===== config.mk =====
export PLATFORM = sky130hd
export DESIGN_NAME = kbd_rx_buffer
export DESIGN_NICKNAME = d
export VERILOG_FILES = /design/src/rtl/kbd_pkg.sv /design/src/rtl/sync_fifo.sv /design/src/rtl/kbd_rx_buffer.sv
export SDC_FILE = /design/constraint.sdc
export NUM_CORES = 1
export LEC_CHECK = 0
export BUFFER_PORTS_ARGS = -buffer_cell sky130_fd_sc_hd__buf_4
export CAP_MARGIN = 10
export CORE_MARGIN = 1
export CORE_UTILIZATION = 50
export DETAILED_ROUTE_END_ITERATION = 8
export PLACE_DENSITY = 0.68
export SLEW_MARGIN = 20
export SYNTH_ARGS = -nofsm -noshare
export SYNTH_HDL_FRONTEND = slang
export SYNTH_SLANG_ARGS = --single-unit

===== constraint.sdc =====
create_clock -name clk_in -period 5.1 [get_ports clk_in]
set_input_delay 1.02 -clock clk_in [delete_from_list [all_inputs] [get_ports clk_in]]
set_output_delay 1.02 -clock clk_in [all_outputs]
set_load 0.01 [all_outputs]

===== src/rtl/kbd_pkg.sv =====
`default_nettype none
// ============================================================================
// Module      : kbd_pkg
// Description : Constants shared by the keyboard receive path: the ASCII
//               carriage-return and line-feed codes used by the Enter
//               expansion logic.
// Revision    : 1.0 - initial release
// ============================================================================
package kbd_pkg;

    localparam logic [7:0] ASCII_CR = 8'h0D;
    localparam logic [7:0] ASCII_LF = 8'h0A;

endpackage : kbd_pkg
`default_nettype wire


===== src/rtl/sync_fifo.sv =====
`default_nettype none
// ============================================================================
// Module      : sync_fifo
// Description : Single-clock circular-buffer FIFO with show-ahead head data.
//               The caller must never push into a full FIFO unless it pops
//               in the same cycle, and must never pop an empty FIFO.
// Ports       : clk       - clock, rising edge
//               rst       - asynchronous active-high reset
//               push      - write push_data at the tail
//               push_data - data to write
//               pop       - discard the head entry
//               head_data - raw storage at the read pointer (not gated)
//               count     - number of entries held, 0 .. 2**DEPTH_LOG2
// Revision    : 1.0 - initial release
// ============================================================================
module sync_fifo #(
    parameter int WIDTH      = 8,
    parameter int DEPTH_LOG2 = 3
) (
    input  logic                  clk,
    input  logic                  rst,
    input  logic                  push,
    input  logic [WIDTH-1:0]      push_data,
    input  logic                  pop,
    output logic [WIDTH-1:0]      head_data,
    output logic [DEPTH_LOG2:0]   count
);

    localparam int                  DEPTH   = 1 << DEPTH_LOG2;
    localparam logic [DEPTH_LOG2-1:0] PTR_ONE = 1;
    localparam logic [DEPTH_LOG2:0]   CNT_ONE = 1;

    logic [WIDTH-1:0]      r_mem [DEPTH];
    logic [DEPTH_LOG2-1:0] r_wr_ptr;
    logic [DEPTH_LOG2-1:0] r_rd_ptr;
    logic [DEPTH_LOG2:0]   r_count;

    // Storage carries no reset; reads are only meaningful when count != 0.
    always_ff @(posedge clk) begin
        if (push) begin
            r_mem[r_wr_ptr] <= push_data;
        end
    end

    // Pointers wrap naturally through their DEPTH_LOG2-bit width.
    always_ff @(posedge clk or posedge rst) begin
        if (rst) begin
            r_wr_ptr <= '0;
            r_rd_ptr <= '0;
            r_count  <= '0;
        end else begin
            if (push) begin
                r_wr_ptr <= r_wr_ptr + PTR_ONE;
            end
            if (pop) begin
                r_rd_ptr <= r_rd_ptr + PTR_ONE;
            end
            case ({push, pop})
                2'b10:   r_count <= r_count + CNT_ONE;
                2'b01:   r_count <= r_count - CNT_ONE;
                default: r_count <= r_count;
            endcase
        end
    end

    assign head_data = r_mem[r_rd_ptr];
    assign count     = r_count;

endmodule : sync_fifo
`default_nettype wire


===== src/rtl/kbd_rx_buffer.sv =====
`default_nettype none
// ============================================================================
// Module      : kbd_rx_buffer
// Description : Receive buffer between the PS/2 keyboard decoder and the CPU
//               console interface. Enter (0x0A) is expanded into CR LF as an
//               all-or-nothing pair; characters are queued in a FIFO and read
//               through a show-ahead port with a sticky overrun flag.
// Ports       : clk_in       - clock, rising edge
//               rst_in       - asynchronous active-high reset
//               key_data_in  - ASCII code, valid with key_ready_in
//               key_ready_in - one-cycle character strobe
//               rd_in        - CPU read strobe, pops the head entry
//               data_out     - head entry, 0x00 when empty
//               avail_out    - FIFO non-empty
//               overrun_out  - sticky: a character was dropped
//               count_out    - entries held, 0 .. 2**DEPTH_LOG2
// Revision    : 1.0 - initial release
// ============================================================================
module kbd_rx_buffer
    import kbd_pkg::*;
#(
    parameter int DEPTH_LOG2 = 3
) (
    input  logic                  clk_in,
    input  logic                  rst_in,
    input  logic [7:0]            key_data_in,
    input  logic                  key_ready_in,
    input  logic                  rd_in,
    output logic [7:0]            data_out,
    output logic                  avail_out,
    output logic                  overrun_out,
    output logic [DEPTH_LOG2:0]   count_out
);

    localparam int                    DEPTH      = 1 << DEPTH_LOG2;
    localparam int                    FW         = DEPTH_LOG2 + 2;
    localparam logic [FW-1:0]         FREE_DEPTH = FW'(DEPTH);
    localparam logic [FW-1:0]         FREE_ONE   = FW'(1);
    localparam logic [FW-1:0]         FREE_TWO   = FW'(2);

    localparam logic [0:0] ST_IDLE    = 1'b0;
    localparam logic [0:0] ST_PUSH_LF = 1'b1;

    logic [0:0]          r_state;
    logic [0:0]          w_next_state;
    logic                r_overrun;
    logic [7:0]          w_head;
    logic [DEPTH_LOG2:0] w_count;
    logic                w_avail;
    logic                w_pop;
    logic [FW-1:0]       w_free;
    logic                w_push;
    logic [7:0]          w_push_data;
    logic                w_drop;
    logic                w_is_lf;

    assign w_avail = (w_count != '0);
    assign w_pop   = rd_in & w_avail;
    assign w_is_lf = (key_data_in == ASCII_LF);

    // A pop in the same cycle frees a slot that this cycle's push may use.
    assign w_free = FREE_DEPTH - {1'b0, w_count} + {{(FW-1){1'b0}}, w_pop};

    // ---------------------------------------------------------------- state
    always_ff @(posedge clk_in or posedge rst_in) begin
        if (rst_in) begin
            r_state <= ST_IDLE;
        end else begin
            r_state <= w_next_state;
        end
    end

    // ----------------------------------------------------------- next state
    always_comb begin
        w_next_state = r_state;
        case (r_state)
            ST_IDLE: begin
                // Only enter PUSH_LF when both halves of the pair fit.
                if (key_ready_in && w_is_lf && (w_free >= FREE_TWO)) begin
                    w_next_state = ST_PUSH_LF;
                end
            end
            ST_PUSH_LF: begin
                w_next_state = ST_IDLE;
            end
            default: begin
                w_next_state = ST_IDLE;
            end
        endcase
    end

    // -------------------------------------------------------------- outputs
    always_comb begin
        w_push      = 1'b0;
        w_push_data = 8'h00;
        w_drop      = 1'b0;
        case (r_state)
            ST_IDLE: begin
                if (key_ready_in) begin
                    if (w_is_lf) begin
                        if (w_free >= FREE_TWO) begin
                            w_push      = 1'b1;
                            w_push_data = ASCII_CR;
                        end else begin
                            w_drop = 1'b1;
                        end
                    end else if (w_free >= FREE_ONE) begin
                        w_push      = 1'b1;
                        w_push_data = key_data_in;
                    end else begin
                        w_drop = 1'b1;
                    end
                end
            end
            ST_PUSH_LF: begin
                // The slot was reserved when the CR was accepted.
                w_push      = 1'b1;
                w_push_data = ASCII_LF;
                w_drop      = key_ready_in;
            end
            default: begin
                w_push = 1'b0;
            end
        endcase
    end

    // Overrun: a drop sets it and takes priority over the clear by a read.
    always_ff @(posedge clk_in or posedge rst_in) begin
        if (rst_in) begin
            r_overrun <= 1'b0;
        end else if (w_drop) begin
            r_overrun <= 1'b1;
        end else if (w_pop) begin
            r_overrun <= 1'b0;
        end
    end

    sync_fifo #(
        .WIDTH      (8),
        .DEPTH_LOG2 (DEPTH_LOG2)
    ) u_fifo (
        .clk        (clk_in),
        .rst        (rst_in),
        .push       (w_push),
        .push_data  (w_push_data),
        .pop        (w_pop),
        .head_data  (w_head),
        .count      (w_count)
    );

    assign data_out    = w_avail ? w_head : 8'h00;
    assign avail_out   = w_avail;
    assign overrun_out = r_overrun;
    assign count_out   = w_count;

endmodule : kbd_rx_buffer
`default_nettype wire


==> metrics.cfg, run 1 <==
[timing]
setup_viol = 0
fmax_mhz = 249
worstMarginPinSlew_ps = 915
finalClockSkew_ps = 8.84
min_period_ps = 4020
slew_violations = 0
fin_ws_ps = 1080
fin_crit_sh = 0.788
max-slew-margin-rel = 0.384
hold_viol = 0
rsz0062_at_grt = no
timing.setup.tns_ps = 0

[synth]
ys_ff_latch = 76
synth-simple-area-share = 0.0935
synth.avg_cell_area_um2 = 16.2
synth_top_family_by_area = multiplexers
synth_xor_area_frac = 0.0175
yosys.area_share.adder = 0.0250
ys_seq_area_frac = 0.634
async_flop_share = 0.158
synth_mux_area_frac = 0.129
synth_cell_types = 47
synth_compound_area_frac = 0.0781
netlist_instances = 217
synthFlopType = edfxtp_1
yosysWarnings = 0
syn_area_mm2 = 0.00351
syn_nets = 236
synth_edf_count = 64

[final_layout]
final_cell_area_mm2 = 0.00404
final_cell_mix = 64 x edfxtp_1, 32 x buf_4, 16 x mux4_2, 14 x nor2_1, 11 x dfrtp_1
fillCellCount = 513
multi_input_area_mm2 = 0.00120
nets = 270
area_growth_pct = 15.2
area.sequential_mm2 = 0.00222
layout_commonest_cell = edfxtp_1
antenna_cells = 0
fin_cells = 352
layout-drive-gt1-share = 0.309

[cts]
root_buffer = clkbuf_8
cts_max_level = 3
cts_tree = built
cts-hold-fix-buffers = 0
clk_latency_ps = 350
clk_pin_slew_ps = 80
cts.path.max_buffers = 2
clock-sinks = 76
cts_buffers = 9
cts_resized = 0
cts_setup_buffers = 0

[run_status]
status = finished, final reports clean

[drt]
drt_iter0_drc = 172
vias = 1933
detail_route.first_pass.iterations = 4
drtAntennaViolNets = 0
vias_per_cell = 5.49
drc = 0
routed_wl_mm = 6.30
wl_per_cell_um = 17.9

[placed_design]
portBuffers = 25
place.gp.congestion = 0.853
post_dp_cell_area_mm2 = 0.00382
dp_hpwl_mm = 4.23
dp_slack_ps = 1060
dp_cells = 336

[floorplan]
initial_core_util = 0.516
rows = 30
io_pins = 26
chipWidth_um = 85.8
die-area_mm2 = 0.00735
fp.dieH_um = 85.8
coreArea_mm2 = 0.00679

[critical_path]
crit_path_max_incr_delay_ps = 640
crit_required_ps = 5320
crit_fanout = 10
slowest_stage = nor4_4
end_kind = flip-flop
crit_chain = nor4_4, inv_1, nand2_2, ha_1, inv_1, ha_1, nor4b_4, a21oi_4, o21ai_4, and2_1, ha_1, xor2_1, ha_1, a21oi_1, xor2_1, nor2_1, xor2_1
critPathLaunchType = flip-flop
rrSetupSlack_ps = 1080
critPathKind = reg2reg
worst_path_most_repeated_cell = ha_1
arrival_ps = 4240

[power]
p_total_mw = 2.32
powerDensity_mw_per_mm2 = 575
p_leak_nw = 1.46
ir_drop_mv = 0.258

[global_route]
grt_max_degree = 19
grt_pass1_vias = 1839
antenna_found_initial = 0
overflow = 0
grtUsageTotal = 0.191
grt_first_pass_wirelength_mm = 10.0

[worst_hold_path]
hold_class = reg2reg

[run]
maxCapViolCount = 0

==> cells by family (layout without fill, tap and decap cells) <==
logic type / Yosys count / count (layout)
xor+xnor: 7 / 7
buf+inv: 18 / 57
mux: 25 / 25
compound gates: 30 / 30
flops: 76 / 76
simple gates: 54 / 54
fa+ha+maj: 7 / 7
==> per-layer routing <==
layer	global-route usage	wire length [um]	vias to the layer above
met5	0	0	-
li1	-	-	922
met2	0.288	3020	60
met4	0.0818	101	0
met1	0.273	2870	940
met3	0.0414	311	11
==> synth_stat cells (2+ instances only) <==
| cell | count | area [um^2] |
|---|---|---|
| mux4_2 | 16 | 360 |
| dfrtp_1 | 12 | 300 |
| a31oi_1 | 2 | 12.5 |
| nor2_1 | 14 | 52.6 |
| nor3_1 | 4 | 20.0 |
| buf_1 | 2 | 7.51 |
| o21ai_0 | 3 | 15.0 |
| clkbuf_1 | 2 | 7.51 |
| ha_1 | 7 | 87.6 |
| a211oi_1 | 6 | 45.0 |
| xor2_1 | 3 | 26.3 |
| a21oi_1 | 5 | 25.0 |
| a22o_1 | 2 | 17.5 |
| nand3_1 | 4 | 20.0 |
| nand4_1 | 3 | 18.8 |
| nand3b_1 | 3 | 22.5 |
| inv_1 | 9 | 33.8 |
| nand2b_1 | 4 | 25.0 |
| xnor2_1 | 4 | 35.0 |
| mux2i_1 | 8 | 80.1 |
| and2_1 | 5 | 31.3 |
| nand2_1 | 9 | 33.8 |
| buf_2 | 2 | 10.0 |
| a2111oi_4 | 2 | 55.1 |
| edfxtp_1 | 64 | 1920 |
==> worst paths after layout <==
kind	startpoint	to	depth (start not counted)
min in group asynchronous	rst_in	u_fifo.r_wr_ptr[0]	2
min	overrun_out	overrun_out	2
max	u_fifo.count[0]	u_fifo.count[2]	17
max reg2reg	u_fifo.count[0]	u_fifo.count[2]	17
max in group asynchronous	rst_in	u_fifo.r_rd_ptr[0]	2
min reg2reg	overrun_out	overrun_out	2
==> critical path: cells and delay by family, from the launching register on <==
family,cells,cell delay (ps)
adder cells (fa/ha/maj),4,930
XOR/XNOR,3,390
AO/OA/AOI/OAI,3,520
AND/OR/NAND/NOR,5,1370
buffers and inverters,2,190
flip-flops,1,490
==> where the power goes <==
part	switching (mW)	internal, mW	leakage, nW
registers	0.181	0.812	0.734
logic	0.387	0.440	0.618
clock network	0.227	0.278	0.108
total	0.795	1.53	1.46
==> flip-flops by register name (all words and copies together), names as in the netlist <==
name	flops
r_state	1
overrun_out	1
u_fifo.count	4
u_fifo.r_rd_ptr	3
u_fifo.r_wr_ptr	3
u_fifo.r_mem	64
==> metrics by stage <==
step / util / hold WS [ps]
after global placement: 0.562 / 625
after global routing: 0.595 / 639
after CTS: 0.595 / 616
after detailed placement: 0.562 / 591
final: 0.595 / 611
after floorplan: - / 547
==> final cells by class <==
type,instances,share of cell area
clock buffers,9,0.0307
multi-input cells,123,0.298
clock inverters,7,0.0241
inverters,9,0.00836
repair buffers,32,0.0594
well taps,96,0.0297
flip-flops and latches,76,0.550
No activity file was read; power rests on OpenSTA's default activity.
==> inputs of run 2 (changes only) <==
==> constraint.sdc (replaced) <==
create_clock -name clk_in -period 4.2 [get_ports clk_in]
set_input_delay 0.84 -clock clk_in [delete_from_list [all_inputs] [get_ports clk_in]]
set_output_delay 0.84 -clock clk_in [all_outputs]
set_load 0.01 [all_outputs]
==> metrics.cfg, run 2 (same netlist as run 1, synthesis figures left out) <==
[global_route]
grtUsageTotal = 0.181
overflow = 0
antenna_found_initial = 0
grt_first_pass_wirelength_mm = 9.57
grt_max_degree = 19
grt_pass1_vias = 1752

[timing]
max-slew-margin-rel = 0.417
setup_viol = 0
timing.setup.tns_ps = 0
min_period_ps = 3640
rsz0062_at_grt = no
hold_viol = 0
slew_violations = 0
fin_crit_sh = 0.867
worstMarginPinSlew_ps = 868
finalClockSkew_ps = 5.30
fmax_mhz = 275

[drt]
wl_per_cell_um = 17.3
vias = 1928
routed_wl_mm = 6.09
vias_per_cell = 5.46
drtAntennaViolNets = 0
drt_iter0_drc = 140
detail_route.first_pass.iterations = 4
drc = 0

[critical_path]
arrival_ps = 3850
slowest_stage = dfrtp_1
crit_chain = nor4_4, inv_1, nand2_2, ha_1, inv_1, ha_1, nor4b_4, a21oi_4, o21ai_4, and2_1, ha_1, xor2_1, ha_1, a21oi_1, xor2_1, nor2_1, xor2_1
crit_fanout = 10
path_delay_family = simple AND/OR/NAND/NOR gates
crit_path_max_incr_delay_ps = 490
rrSetupSlack_ps = 560
crit_path_end = u_fifo.count[2]
path_buf_inv = 2
end_kind = flip-flop
critPathKind = reg2reg
crit_cells = 17
timing.rr.end = u_fifo.count[2]
crit_start = u_fifo.count[0]
crit_required_ps = 4410
critPathLaunchType = flip-flop
worst_path_most_repeated_cell = ha_1
r2r_cells = 17
r2r_start = u_fifo.count[0]

[placed_design]
dp_hpwl_mm = 4.13
portBuffers = 25
place.gp.congestion = 0.886

[floorplan]
chipWidth_um = 85.8
initial_core_util = 0.516
die-area_mm2 = 0.00735
fp.dieH_um = 85.8
coreArea_mm2 = 0.00679
io_pins = 26
rows = 30

[final_layout]
largest-register = u_fifo.r_mem
area.sequential_mm2 = 0.00222
layout_commonest_cell = edfxtp_1
area_growth_pct = 14.5
multi_input_area_mm2 = 0.00120
largest_register_ffs = 64
fillCellCount = 526
antenna_cells = 0
layout-drive-gt1-share = 0.304
nets = 271
final_cell_mix = 64 x edfxtp_1, 33 x buf_4, 16 x mux4_2, 14 x nor2_1, 12 x dfrtp_1

[cts]
clock-sinks = 76
cts.path.max_buffers = 2
cts-hold-fix-buffers = 0
cts_max_level = 3
cts_setup_buffers = 0
clk_pin_slew_ps = 70
clk_latency_ps = 330
cts_buffers = 9
cts_resized = 0
cts_tree = built
root_buffer = clkbuf_8

[power]
ir_drop_mv = 0.303
p_leak_nw = 1.45
powerDensity_mw_per_mm2 = 682
p_total_mw = 2.74

[worst_hold_path]
hold_class = in2async

[run_status]
status = finished, final reports clean

[run]
maxCapViolCount = 0

## run 2: cell count changes in the layout (fill, tap and decap cells not counted)
cell and delta:
clkbuf_1 +1, clkinv_2 +1, buf_4 +1, dfrtp_2 -1, clkinvlp_4 +1, inv_6 -1
bufinv_16 -1, clkinv_4 -1, dfrtp_1 +1
## run 2: metrics by stage
step                      cells  hold slack (ps)  utilization  area [um^2]  worst slack, ps
after global routing        353              565        0.591         4020              308
final                       353              530        0.591         4020              557
after floorplan             217              547            -         3510              547
after detailed placement    337              610        0.563         3830              502
after CTS                   353              554        0.591         4020              566
after global placement      337              619        0.563         3830              624
## run 2: cell type report
cell class                      instances  area share
Tap cell                               96      0.0299
Sequential cell                        76       0.553
Clock buffer                           10      0.0318
Inverter                                9     0.00841
Timing Repair Buffer                   33      0.0617
Clock inverter                          6      0.0156
Multi-Input combinational cell        123       0.299
## run 2: power by group
group / switching (mW) / leakage (nW) / internal, mW
logic: 0.492 / 0.623 / 0.538
clock network: 0.253 / 0.0903 / 0.274
registers: 0.196 / 0.735 / 0.985
## run 2: how the worst min path moves through the flow
stage / slack [ps] / endpoint
5_1_grt: 560 / overrun_out
4_1_cts: 550 / u_fifo.r_wr_ptr[0]
3_3_place_gp: 620 / overrun_out
2_1_floorplan: 550 / u_fifo.r_rd_ptr[1]
6_report: 530 / overrun_out
3_5_place_dp: 610 / overrun_out
## run 2: metal layers
layer	global-route usage	share of wire	vias up
met5	0	0	-
met4	0.0667	0.012	0
met1	0.259	0.45	950
met3	0.0366	0.055	7
li1	-	-	919
met2	0.278	0.48	52
==> inputs of run 3 (changes only) <==
--- a/config.mk
+++ b/config.mk
@@ -6,7 +6,7 @@
 export NUM_CORES = 1
 export LEC_CHECK = 0
 export BUFFER_PORTS_ARGS = -buffer_cell sky130_fd_sc_hd__buf_4
-export CAP_MARGIN = 10
+export CAP_MARGIN = 20
 export CORE_MARGIN = 1
 export CORE_UTILIZATION = 50
 export DETAILED_ROUTE_END_ITERATION = 8
==> constraint.sdc (replaced) <==
create_clock -name clk_in -period 4.5 [get_ports clk_in]
set_input_delay 0.9 -clock clk_in [delete_from_list [all_inputs] [get_ports clk_in]]
set_output_delay 0.9 -clock clk_in [all_outputs]
set_load 0.01 [all_outputs]
==> metrics.cfg, run 3 (same netlist as run 1, synthesis figures left out) <==
[run_status]
status = finished, final reports clean

[final_layout]
final_cell_mix = 64 x edfxtp_1, 33 x buf_4, 16 x mux4_2, 14 x nor2_1, 12 x dfrtp_1
fin_cells = 352
area_growth_pct = 14.5
largest-register = u_fifo.r_mem
largest_register_ffs = 64
antenna_cells = 0
utilization = 0.591
fillCellCount = 528
nets = 271
final_cell_area_mm2 = 0.00402
layout-drive-gt1-share = 0.309
layout_commonest_cell = edfxtp_1

[timing]
hold_viol = 0
rsz0062_at_grt = no
max-slew-margin-rel = 0.378
worstMarginPinSlew_ps = 926
setup_viol = 0
fmax_mhz = 264
fin_ws_ps = 713
fin_crit_sh = 0.842
min_period_ps = 3790
timing.setup.tns_ps = 0
hold_slack_ps = 559
slew_violations = 0
finalClockSkew_ps = 4.73

[critical_path]
path_buf_inv = 3
crit_required_ps = 4720
r2r_start = u_fifo.count[0]
crit_fanout = 10
crit_path_max_incr_delay_ps = 480
end_kind = flip-flop
critPathLaunchType = flip-flop
path_delay_family = simple AND/OR/NAND/NOR gates
crit_chain = nor4_4, buf_4, inv_1, nand2_2, ha_1, inv_1, ha_1, nor4b_4, a21oi_4, o21ai_4, and2_1, ha_1, xor2_1, ha_1, a21oi_1, xor2_1, nor2_1, xor2_1
arrival_ps = 4010
worst_path_most_repeated_cell = ha_1
slowest_stage = dfrtp_1
critPathKind = reg2reg
crit_start = u_fifo.count[0]

[placed_design]
dp_cells = 337
post_dp_cell_area_mm2 = 0.00383
portBuffers = 25
dp_slack_ps = 699
dp_hpwl_mm = 4.32
place.gp.congestion = 0.889

[cts]
cts-hold-fix-buffers = 0
cts_max_level = 3
root_buffer = clkbuf_8
clock-sinks = 76
cts.path.max_buffers = 2
cts_tree = built
cts_buffers = 9
clk_pin_slew_ps = 80
cts_setup_buffers = 0
clk_latency_ps = 340
cts_resized = 0

[drt]
detail_route.first_pass.iterations = 5
drtAntennaViolNets = 0
vias = 1926
drt_iter0_drc = 103
drc = 0
wl_per_cell_um = 17.9
routed_wl_mm = 6.29
vias_per_cell = 5.47

[global_route]
grt_max_degree = 19
overflow = 0
grt_pass1_vias = 1876
antenna_found_initial = 0
grt_first_pass_wirelength_mm = 10.2
grtUsageTotal = 0.196

[power]
ir_drop_mv = 0.311
p_leak_nw = 1.45
powerDensity_mw_per_mm2 = 638
p_total_mw = 2.56

[worst_hold_path]
hold_class = reg2reg
hp-start = u_fifo.r_rd_ptr[0]

[floorplan]
rows = 30
io_pins = 26
fp.dieH_um = 85.8
coreArea_mm2 = 0.00679
chipWidth_um = 85.8
die-area_mm2 = 0.00735
initial_core_util = 0.516

[run]
maxCapViolCount = 0

run 3: final timing paths:
check / cells after the start / slack, ps / end
worst max-delay path: 18 / 710 / u_fifo.count[2]
worst min-delay path: 1 / 560 / u_fifo.r_rd_ptr[0]
worst max register to register: 18 / 710 / u_fifo.count[2]
worst min register to register: 1 / 560 / u_fifo.r_rd_ptr[0]
max in group asynchronous: 2 / 3590 / u_fifo.r_rd_ptr[1]
min in group asynchronous: 2 / 570 / u_fifo.r_wr_ptr[0]
run 3: routing by layer:
metal | GRT usage | vias up | wire length (um)
met4 | 0.100 | 0 | 128
met3 | 0.0395 | 11 | 276
met5 | 0 | - | 0
met1 | 0.277 | 949 | 2830
met2 | 0.290 | 48 | 3050
li1 | - | 918 | -
run 3: cell type report:
class	count	area, um^2	area share
Clock buffer	9	124	0.0309
Tap cell	96	120	0.0299
Clock inverter	6	65.1	0.0162
Sequential cell	76	2220	0.553
Multi-Input combinational cell	123	1200	0.299
Timing Repair Buffer	33	248	0.0617
Inverter	9	33.8	0.00841
run 3: report_power, final:
| part | leakage, nW | internal [mW] | switching, mW | total, mW |
|---|---|---|---|---|
| Clock | 0.0955 | 0.254 | 0.248 | 0.502 |
| Sequential | 0.735 | 0.920 | 0.167 | 1.09 |
| Combinational | 0.623 | 0.502 | 0.471 | 0.973 |
run 3: worst register-to-register path, cell delays in order (launching register included):
cell	delay (ps)
dfrtp_1	480
nor4_4	300
buf_4	220
inv_1	80
nand2_2	130
ha_1	180
inv_1	50
ha_1	310
nor4b_4	300
a21oi_4	80
o21ai_4	300
and2_1	210
ha_1	250
xor2_1	100
ha_1	190
a21oi_1	140
xor2_1	160
nor2_1	60
xor2_1	140
